===== src/rtl/click_multi_pkg.sv =====
// click_pkg: shared FSM state encoding and synchroniser depth for the
// click_multi button bank and its per-channel slices.
package click_pkg;

  typedef enum logic [1:0] {
    IDLE    = 2'd0,
    PRESSED = 2'd1,
    HELD    = 2'd2
  } chanState_e;

  localparam int SYNC_STAGES = 2;

endpackage


===== src/rtl/click_multi_if.sv =====
// click_multi_if: bundles the raw button bank and all per-channel event
// outputs. The front-panel side (master) drives buttons; the debouncer
// (slave) drives levels, pulses and LEDs.
interface click_multi_if #(
  parameter int N_CH = 4
);

  logic [N_CH-1:0] button;
  logic [N_CH-1:0] level_o;
  logic [N_CH-1:0] press_o;
  logic [N_CH-1:0] release_o;
  logic [N_CH-1:0] long_o;
  logic [N_CH-1:0] dbl_o;
  logic [N_CH-1:0] led;

  modport master (
    output button,
    input  level_o,
    input  press_o,
    input  release_o,
    input  long_o,
    input  dbl_o,
    input  led
  );

  modport slave (
    input  button,
    output level_o,
    output press_o,
    output release_o,
    output long_o,
    output dbl_o,
    output led
  );

endinterface


===== src/rtl/click_multi_chan.sv =====
// click_chan: one button channel - synchroniser, debounce counter,
// IDLE/PRESSED/HELD classifier and, when CLICK_MULTI_DBLCLK_EN is defined,
// the double-click window. Without the macro dbl is tied to 0 and no window
// logic exists.
module click_chan
  import click_pkg::*;
#(
  parameter int DEB_CNT  = 250000,
  parameter int LONG_CNT = 25000000,
  parameter int DBL_WIN  = 10000000
) (
  input  logic clk,
  input  logic rst,
  input  logic i_button,
  output logic o_level,
  output logic o_press,
  output logic o_release,
  output logic o_long,
  output logic o_dbl,
  output logic o_led
);

  localparam int DEB_W  = $clog2(DEB_CNT + 1);
  localparam int HOLD_W = $clog2(LONG_CNT + 1);
  localparam logic [DEB_W-1:0]  DEB_LAST  = DEB_W'(DEB_CNT - 1);
  localparam logic [HOLD_W-1:0] HOLD_LAST = HOLD_W'(LONG_CNT - 1);
  localparam logic [HOLD_W-1:0] HOLD_MAX  = HOLD_W'(LONG_CNT);

  // Elaboration guard: a mis-parameterised bank should not build silently.
  if (DEB_CNT < 2 || LONG_CNT <= DEB_CNT || DBL_WIN < 1) begin : g_badParams
    $error("click_chan: DEB_CNT>=2, LONG_CNT>DEB_CNT and DBL_WIN>=1 required");
  end

  logic [SYNC_STAGES-1:0] r_sync;
  logic                   w_sync;
  logic [DEB_W-1:0]       r_debCnt;
  logic                   r_level;
  logic                   w_mismatch;
  logic                   w_flip;
  logic                   w_pressEv;
  logic                   w_relEv;
  logic [HOLD_W-1:0]      r_holdCnt;
  chanState_e             r_state;
  chanState_e             w_nextState;
  logic                   w_longHit;
  logic                   r_press;
  logic                   r_release;
  logic                   r_long;
  logic                   r_led;

  // Shift the raw asynchronous button through the metastability flops.
  always_ff @(posedge clk or posedge rst) begin
    if (rst) begin
      r_sync <= '0;
    end else begin
      r_sync <= {r_sync[SYNC_STAGES-2:0], i_button};
    end
  end

  assign w_sync     = r_sync[SYNC_STAGES-1];
  assign w_mismatch = (w_sync != r_level);
  assign w_flip     = w_mismatch && (r_debCnt == DEB_LAST);
  assign w_pressEv  = w_flip && w_sync;
  assign w_relEv    = w_flip && !w_sync;

  // Accept a new level only after DEB_CNT consecutive mismatching samples.
  always_ff @(posedge clk or posedge rst) begin
    if (rst) begin
      r_level  <= 1'b0;
      r_debCnt <= '0;
    end else if (w_flip) begin
      r_level  <= ~r_level;
      r_debCnt <= '0;
    end else if (w_mismatch) begin
      r_debCnt <= r_debCnt + 1'b1;
    end else begin
      r_debCnt <= '0;
    end
  end

  // Classifier state register.
  always_ff @(posedge clk or posedge rst) begin
    if (rst) begin
      r_state <= IDLE;
    end else begin
      r_state <= w_nextState;
    end
  end

  // Classifier transitions; a release always beats the long threshold.
  always_comb begin
    w_nextState = r_state;
    case (r_state)
      IDLE: begin
        if (w_pressEv) w_nextState = PRESSED;
      end
      PRESSED: begin
        if (w_relEv) w_nextState = IDLE;
        else if (r_holdCnt == HOLD_LAST) w_nextState = HELD;
      end
      HELD: begin
        if (w_relEv) w_nextState = IDLE;
      end
      default: w_nextState = IDLE;
    endcase
  end

  // Long-press detection only from PRESSED, suppressed by a same-cycle release.
  always_comb begin
    w_longHit = 1'b0;
    if ((r_state == PRESSED) && !w_relEv && (r_holdCnt == HOLD_LAST)) begin
      w_longHit = 1'b1;
    end
  end

  // Press-duration counter: restarts at each press, saturates instead of wrapping.
  always_ff @(posedge clk or posedge rst) begin
    if (rst) begin
      r_holdCnt <= '0;
    end else if (w_pressEv) begin
      r_holdCnt <= '0;
    end else if ((r_state == PRESSED) && (r_holdCnt != HOLD_MAX)) begin
      r_holdCnt <= r_holdCnt + 1'b1;
    end
  end

  // Event pulses line up with the first cycle of the new debounced level.
  always_ff @(posedge clk or posedge rst) begin
    if (rst) begin
      r_press   <= 1'b0;
      r_release <= 1'b0;
      r_long    <= 1'b0;
      r_led     <= 1'b0;
    end else begin
      r_press   <= w_pressEv;
      r_release <= w_relEv;
      r_long    <= w_longHit;
      if (w_pressEv) r_led <= ~r_led;
    end
  end

`ifdef CLICK_MULTI_DBLCLK_EN
  localparam int WIN_W = $clog2(DBL_WIN + 1);
  localparam logic [WIN_W-1:0] WIN_MAX = WIN_W'(DBL_WIN);

  logic [WIN_W-1:0] r_winCnt;
  logic             r_armed;
  logic             r_wasDbl;
  logic             r_dbl;
  logic             w_shortRel;
  logic             w_dblHit;

  assign w_shortRel = w_relEv && (r_state == PRESSED);
  assign w_dblHit   = w_pressEv && r_armed && (r_winCnt < WIN_MAX);

  // Double-click window: armed by a short release that was not itself the
  // second click, so the click after a double-click starts fresh.
  always_ff @(posedge clk or posedge rst) begin
    if (rst) begin
      r_winCnt <= '0;
      r_armed  <= 1'b0;
      r_wasDbl <= 1'b0;
      r_dbl    <= 1'b0;
    end else begin
      r_dbl <= w_dblHit;
      if (w_pressEv) begin
        r_armed  <= 1'b0;
        r_wasDbl <= w_dblHit;
      end else if (w_relEv) begin
        r_armed  <= w_shortRel && !r_wasDbl;
        r_wasDbl <= 1'b0;
        r_winCnt <= '0;
      end else if (r_armed && (r_winCnt != WIN_MAX)) begin
        r_winCnt <= r_winCnt + 1'b1;
      end
    end
  end

  assign o_dbl = r_dbl;
`else
  assign o_dbl = 1'b0;
`endif

  assign o_level   = r_level;
  assign o_press   = r_press;
  assign o_release = r_release;
  assign o_long    = r_long;
  assign o_led     = r_led;

endmodule


===== src/rtl/click_multi.sv =====
// click_multi: debounces and classifies a bank of N_CH push-buttons
// (press, release, long-press, toggle LED per channel). Defining
// CLICK_MULTI_DBLCLK_EN adds per-channel double-click detection.
module click_multi
  import click_pkg::*;
#(
  parameter int N_CH     = 4,
  parameter int DEB_CNT  = 250000,
  parameter int LONG_CNT = 25000000,
  parameter int DBL_WIN  = 10000000
) (
  input  logic        clk,
  input  logic        rst,
  click_multi_if.slave bus
);

  logic [N_CH-1:0] w_level;
  logic [N_CH-1:0] w_press;
  logic [N_CH-1:0] w_release;
  logic [N_CH-1:0] w_long;
  logic [N_CH-1:0] w_dbl;
  logic [N_CH-1:0] w_led;

  for (genvar i = 0; i < N_CH; i++) begin : g_chan
    click_chan #(
      .DEB_CNT  (DEB_CNT),
      .LONG_CNT (LONG_CNT),
      .DBL_WIN  (DBL_WIN)
    ) u_chan (
      .clk       (clk),
      .rst       (rst),
      .i_button  (bus.button[i]),
      .o_level   (w_level[i]),
      .o_press   (w_press[i]),
      .o_release (w_release[i]),
      .o_long    (w_long[i]),
      .o_dbl     (w_dbl[i]),
      .o_led     (w_led[i])
    );
  end

  assign bus.level_o   = w_level;
  assign bus.press_o   = w_press;
  assign bus.release_o = w_release;
  assign bus.long_o    = w_long;
  assign bus.dbl_o     = w_dbl;
  assign bus.led       = w_led;

endmodule


===== src/flat_wrapper.sv =====
// flat-port wrapper written by rule: the top's interface ports become plain ports
module click_multi_flat import click_pkg::*;
#(
  parameter int N_CH     = 4,
  parameter int DEB_CNT  = 250000,
  parameter int LONG_CNT = 25000000,
  parameter int DBL_WIN  = 10000000
)
  (clk, rst, bus_button, bus_level_o, bus_press_o, bus_release_o, bus_long_o, bus_dbl_o, bus_led);
  click_multi_if #(.N_CH(N_CH)) bus_i ();
  input  logic clk;
  input  logic rst;
  input wire logic [$bits(bus_i.button)-1:0] bus_button;
  output wire logic [$bits(bus_i.level_o)-1:0] bus_level_o;
  output wire logic [$bits(bus_i.press_o)-1:0] bus_press_o;
  output wire logic [$bits(bus_i.release_o)-1:0] bus_release_o;
  output wire logic [$bits(bus_i.long_o)-1:0] bus_long_o;
  output wire logic [$bits(bus_i.dbl_o)-1:0] bus_dbl_o;
  output wire logic [$bits(bus_i.led)-1:0] bus_led;
  assign bus_i.button = bus_button;
  assign bus_level_o = bus_i.level_o;
  assign bus_press_o = bus_i.press_o;
  assign bus_release_o = bus_i.release_o;
  assign bus_long_o = bus_i.long_o;
  assign bus_dbl_o = bus_i.dbl_o;
  assign bus_led = bus_i.led;
  click_multi #(.N_CH(N_CH), .DEB_CNT(DEB_CNT), .LONG_CNT(LONG_CNT), .DBL_WIN(DBL_WIN)) u_core (.clk(clk), .rst(rst), .bus(bus_i));
endmodule

===== config.mk =====
export PLATFORM = sky130hd
export DESIGN_NAME = click_multi_flat
export DESIGN_NICKNAME = d
export VERILOG_FILES = /design/src/rtl/click_multi_pkg.sv /design/src/rtl/click_multi_if.sv /design/src/rtl/click_multi_chan.sv /design/src/rtl/click_multi.sv /design/src/flat_wrapper.sv
export SDC_FILE = /design/constraint.sdc
export NUM_CORES = 1
export LEC_CHECK = 0
export BUFFER_PORTS_ARGS = -buffer_cell sky130_fd_sc_hd__buf_2
export CAP_MARGIN = 20
export CORE_UTILIZATION = 45
export DETAILED_ROUTE_END_ITERATION = 12
export PLACE_DENSITY = 0.71
export SLEW_MARGIN = 30
export SYNTH_ARGS = -nofsm -noshare
export SYNTH_HDL_FRONTEND = slang
export SYNTH_SLANG_ARGS = --single-unit

===== constraint.sdc =====
create_clock -name clk -period 10.8 [get_ports clk]
set_input_delay 2.16 -clock clk [delete_from_list [all_inputs] [get_ports clk]]
set_output_delay 2.16 -clock clk [all_outputs]
set_load 0.03 [all_outputs]

======== Word-level counts from Yosys, hierarchy flattened ========
Cells that the tools add are included.
cells by class
  $add $sub $neg .......................... 8
  eq/ne operators ......................... 36
  reduce and logical (&&, ||, !) cells .... 44
  muxes and demuxes ....................... 40
  bitwise gates (word level) .............. 8
operators by type and width
  cell                     number
  $mux W25                 8
  $mux W18                 8
  $add A25 B1 Y25 const B  4
  $eq A25 B25 Y1 const B   4
  $ne A25 B25 Y1 const B   4
  $add A18 B1 Y18 const B  4
  $eq A18 B18 Y1 const B   4
  $mux W2                  16
  $logic_and A1 B1 Y1      24
  $pmux W2 S3              4
  $ne A2 B2 Y1 const B     8
  $ne A3 B3 Y1 const B     4
  $reduce_and A3 Y1        4
  $eq A2 B1 Y1 const B     4
  $eq A2 B2 Y1 const B     4
  $logic_not A1 Y1         8
  $logic_not A2 Y1         4
  $not A1 Y1               8
  $reduce_bool A2 Y1       4
  $mux W1                  4
  $ne A1 B1 Y1             4
word-level totals
  logic and storage cells ................. 172
  output and inout port bits .............. 24
  register bits ........................... 208

======== Depth between registers and ports, before layout ========
  depth after elaboration ................. 7
  depth in mapped cells ................... 9

======== By module ========
Synthesis repeated with hierarchy kept, for this count alone.
second synthesis, totals
  cells, all modules ...................... 1088
  area total of the unflattened synthesis .. 10755.3 sq um
by module, submodules not included
  module      cells each  sequential area each (sq um)  instances  area each (sq um)
  click_chan  272         1301.2                        4          2688.8

======== Least setup slack after synthesis ========
OpenSTA, ideal clock, no wires.
  path type ............................... register -> output
  start point ............................. register u_core.g_chan[3].u_chan.r_level
  end point ............................... output bus_level_o[3]
  data required time ...................... 8640 ps
  arrival time ............................ 590 ps
  setup slack ............................. 8050 ps
  stages on the path, launching flop included .. 2
  cell sequence ........................... dfrtp_1 > buf_4
RTL lines
  what                    line                    RTL
  start, declared         click_multi_chan.sv:37  logic r_level;
  start signal, assigned  click_multi_chan.sv:72  r_level <= ~r_level;
  end, declared           flat_wrapper.sv:14      output wire logic [$bits(bus_i.level_o)-1:0] bus_level_o;
No word-level cell between the ends.

======== Final worst setup path ========
  start point ............................. register u_core.g_chan[2].u_chan.r_level
  end point ............................... output bus_level_o[2]
RTL lines
  what                    line
  start, declared         click_multi_chan.sv:37
  start signal, assigned  click_multi_chan.sv:72
No word-level cell between the ends.

==> results.txt <==
- Diode insertion count for antenna repair: 0
- Clock Sink Count: about 210
- DP HPWL: 12.3 mm
- Counting the buffers created by CTS gives 23.
- P&R area growth vs syn: 10.2%
- Routed length per instance: ~14 um
* Mean post-synth cell area: a little under 10 um^2
- Counting every instance in the synthesized netlist gives ~1100.
- Port Buf Inserts: 25
- In this run the remaining antenna-violating nets after routing total 0.
- Transition time at the pin with the least slew margin: 0.914 ns
* Number of gates resized after CTS: 0
- The largest individual stage delay along the critical path comes from the cell sky130_fd_sc_hd__dfrtp_1.
- Counting flops with a built-in enable in the synthesized netlist gives 0.
- Setup repair after global routing left no endpoint under its margin.
- Fin nets: between 1000 and 1500
- Setup repair bufs after CTS: 0
* Post-synthesis cell area: about 10000 um^2
- Sorting the synthesized cells by area gives the leading types as sky130_fd_sc_hd__dfrtp_1 50%, sky130_fd_sc_hd__xor2_1 7.3%, sky130_fd_sc_hd__nor2_1 6.7%, sky130_fd_sc_hd__xnor2_1 5.3%, sky130_fd_sc_hd__nand3_1 3.5%.
- The critical path is of the flip-flop to output pin type.
- The final max-slew violation count is 0.
- Fin cells: 1372
- Synthesized flop and latch total: ~210
* Cell area power density: 142 nW/um^2
- CORE AREA: around 23000 um^2
* Count of routing violations after the opening detailed-route iteration: 465
* Leading post-synthesis cells by instance count: 208 x sky130_fd_sc_hd__dfrtp_1, 187 x sky130_fd_sc_hd__nor2_1, 87 x sky130_fd_sc_hd__xor2_1, 72 x sky130_fd_sc_hd__nand3_1, 63 x sky130_fd_sc_hd__xnor2_1
- The congestion estimate from routability-driven global placement came to 0.852.
- The tool flagged a number of max-cap violations equal to 0.
* Critical Path End Type: output pin
- The first global-routing pass estimated ~34 mm of wire.
- The detailed router placed about 7400 vias in this run.
* Peak fanout along the critical path: 5
* Final Critical Period: ~3.4 ns
* Std-Cell Rows: 55
- After clock tree synthesis, the flow added hold-fix buffers numbering 0.
- Dominant synthesized flop cell: sky130_fd_sc_hd__dfrtp_1
- In this run the vertical extent of the chip is 154 um.
* Grt peak-use layer: met2
* Total routed wirelength: around 19 mm
- Overall track demand over capacity in global routing: 0.167
- Yosys warnings: 0
- Data arrival time of the worst path: ~1.2 ns
- In the final layout, the share of cells above drive strength 1 is 0.0819.
- During I/O placement, the number of pins put on the boundary was 30.
- Total overflow reported by the global router: 0
- Maximum level of the CTS H-tree: 1
* Clk Latency, worst-skew pair: approximately 0.52 ns
* Worst min-delay path class: flip-flop to flip-flop
- Dividing the final minimum period by the clock period gives 0.311.
* Maximum number of pins on one net before global-route repair: 136
* Clock transition at the registers of the reported paths: 0.06 ns
* Number of antenna violations at the first check in global routing: 0
* Fraction of post-synthesis cell area in the top cell type by area: 0.499
- Maximum ir drop on the vdd rail: ~0.10 mV
- The worst setup path is launched from a flip-flop.
* Most common cell in the synthesized netlist: sky130_fd_sc_hd__dfrtp_1
- Static Leak: ~5.0 nW
- Root buf cell: sky130_fd_sc_hd__clkbuf_16
- The die covers 23800 um^2.
- Worst path top cell family by delay: flip-flops
* Worst slack on hold paths: 0.346 ns
- TritonCTS clock tree: yes
- Final hold violation count: 0
- Die outline width: ~150 um
* Final count of negative-setup-slack endpoints: 0
- For the worst setup path, the data required time is between 8 and 9 ns.
- The first detailed-routing pass ran for 4 iterations.
- Relative slew margins: 0.389
- Critical path's largest stage delay: between 0.4 and 0.5 ns
- Core utilization of the finished layout: 0.506
- After detailed routing, the number of vias per cell comes to between 5 and 6.
* Number of global-route vias before repair: approximately 7200
- Critical path, cell by cell: buf_2
- Met1 GRT Util: 0.224
- Clock tree skew after final layout: roughly 0.015 ns
- Synth async-reset ratio: 1.00
- Post-detailed-route DRC marker count: 0
- In this run the deepest clock path goes through 3 buffers.
* Fmax: 0.298 GHz
- Unique masters post-synth: 57
- Summed over all instances, the cell type with the most area after synthesis is sky130_fd_sc_hd__dfrtp_1.
* Critical path buffer and inverter count: 1
- Status: completed
- Starting density of the core: 0.459
* Final Worst Setup Slack: around 7.4 ns
- Prior to clock tree synthesis, the placed netlist has a worst setup slack of between 6 and 7 ns.
* Setup TNS: 0 ns
- The share of the Yosys chip area taken by registers is 0.499.
- Met3 global-route usage: 0.0238
* Met2 usage: 0.286
- Including well taps, the total number of placed cells is about 1300.
==> metal layers <==
metal,part of all wire,up-vias
met1,0.48,3578
met3,0.031,30
met4,0.021,0
li1,-,3682
met5,0,-
met2,0.47,91
==> layout by cell type, fill, tap and decap left out, types with 4 or more instances in the layout <==
master	Yosys	routed
sky130_fd_sc_hd__dfrtp_1	208	208
sky130_fd_sc_hd__nor2_1	187	187
sky130_fd_sc_hd__xor2_1	87	87
sky130_fd_sc_hd__nand3_1	72	72
sky130_fd_sc_hd__xnor2_1	63	63
sky130_fd_sc_hd__nand2_1	55	55
sky130_fd_sc_hd__nand4_1	47	47
sky130_fd_sc_hd__and3_1	28	28
sky130_fd_sc_hd__nor4_1	27	27
sky130_fd_sc_hd__buf_2	4	25
sky130_fd_sc_hd__inv_1	24	23
sky130_fd_sc_hd__clkbuf_16	0	23
sky130_fd_sc_hd__nor3_1	22	22
sky130_fd_sc_hd__a21oi_1	20	20
sky130_fd_sc_hd__and4_1	20	19
sky130_fd_sc_hd__or3_1	14	14
sky130_fd_sc_hd__o21ai_0	13	13
sky130_fd_sc_hd__ha_1	12	12
sky130_fd_sc_hd__nor4b_1	9	9
sky130_fd_sc_hd__nand2b_1	8	8
sky130_fd_sc_hd__and2_1	8	8
sky130_fd_sc_hd__and4b_1	6	6
sky130_fd_sc_hd__nor2b_1	6	6
sky130_fd_sc_hd__o31ai_1	6	6
sky130_fd_sc_hd__nand3b_1	5	5
sky130_fd_sc_hd__nor3b_1	5	5
sky130_fd_sc_hd__mux2i_1	5	5
sky130_fd_sc_hd__nand4b_1	5	5
sky130_fd_sc_hd__or4_1	5	5
sky130_fd_sc_hd__nor4bb_1	5	4
sky130_fd_sc_hd__o21ai_1	4	4
sky130_fd_sc_hd__conb_1	1	4
sky130_fd_sc_hd__clkinvlp_4	0	4
sky130_fd_sc_hd__bufinv_16	0	4
sky130_fd_sc_hd__buf_4	24	4
==> path summary, 6_finish.rpt <==
path / slack [ns] / endpoint / start / depth (start not counted)
worst max-delay path: 7.44 / bus_level_o[2] / u_core.g_chan[2].u_chan.o_level$_DFFE_PP0N_ / 1
worst min-delay path: 0.35 / u_core.g_chan[3].u_chan.r_sync[1]$_DFF_PP0_ / u_core.g_chan[3].u_chan.r_sync[0]$_DFF_PP0_ / 0
worst max register to register: 8.43 / u_core.g_chan[3].u_chan.r_holdCnt[9]$_DFFE_PP0P_ / u_core.g_chan[3].u_chan.r_state[0]$_DFFE_PP0P_ / 4
worst min register to register: 0.35 / u_core.g_chan[3].u_chan.r_sync[1]$_DFF_PP0_ / u_core.g_chan[3].u_chan.r_sync[0]$_DFF_PP0_ / 0
max in group asynchronous: 7.93 / u_core.g_chan[3].u_chan.r_debCnt[9]$_DFF_PP0_ / rst / 3
min in group asynchronous: 1.75 / u_core.g_chan[3].u_chan.r_debCnt[2]$_DFF_PP0_ / rst / 2
==> power breakdown <==
| group | internal, W | switching, W |
|---|---|---|
| Clock | 0.000508 | 0.000312 |
| Combinational | 0.00000561 | 0.0000235 |
| Sequential | 0.000785 | 0.00000504 |
==> area by class of cell <==
type,instances,area (um^2)
clock buffers,29,628
clock inverters,12,174
fillers,2063,11200
inverters,24,103
multi-input cells,784,4870
flip-flops and latches,208,5200
well taps,285,357
repair buffers,30,166
==> flip-flops by register name, indices dropped and copies added, names as in the netlist <==
register                        flops
u_core.g_chan.u_chan.o_level        4
u_core.g_chan.u_chan.o_long         4
u_core.g_chan.u_chan.r_sync         8
u_core.g_chan.u_chan.o_led          4
u_core.g_chan.u_chan.r_holdCnt    100
u_core.g_chan.u_chan.r_debCnt      72
u_core.g_chan.u_chan.r_state        8
u_core.g_chan.u_chan.o_release      4
u_core.g_chan.u_chan.o_press        4
==> cells by family after synthesis <==
kind of cell | after synthesis | share of synthesized area
and+or+nand+nor | 554 | 0.282
other | 1 | 0.000359
buffers and inverters | 78 | 0.0380
muxes | 7 | 0.00696
xor gates and xnor gates | 150 | 0.126
AOI/OAI and AO/OA | 57 | 0.0335
adders and majority gates | 12 | 0.0144
DFF | 208 | 0.499
==> metrics by stage <==
stage	total power, W	cell area, um^2
global placement	0.000834	10700
finish	0.00164	11500
floorplan	0.000826	10400
global route	0.00170	11500
detailed placement	0.000834	10700
CTS	0.00167	11500
No activity file was read; power rests on OpenSTA's default activity.
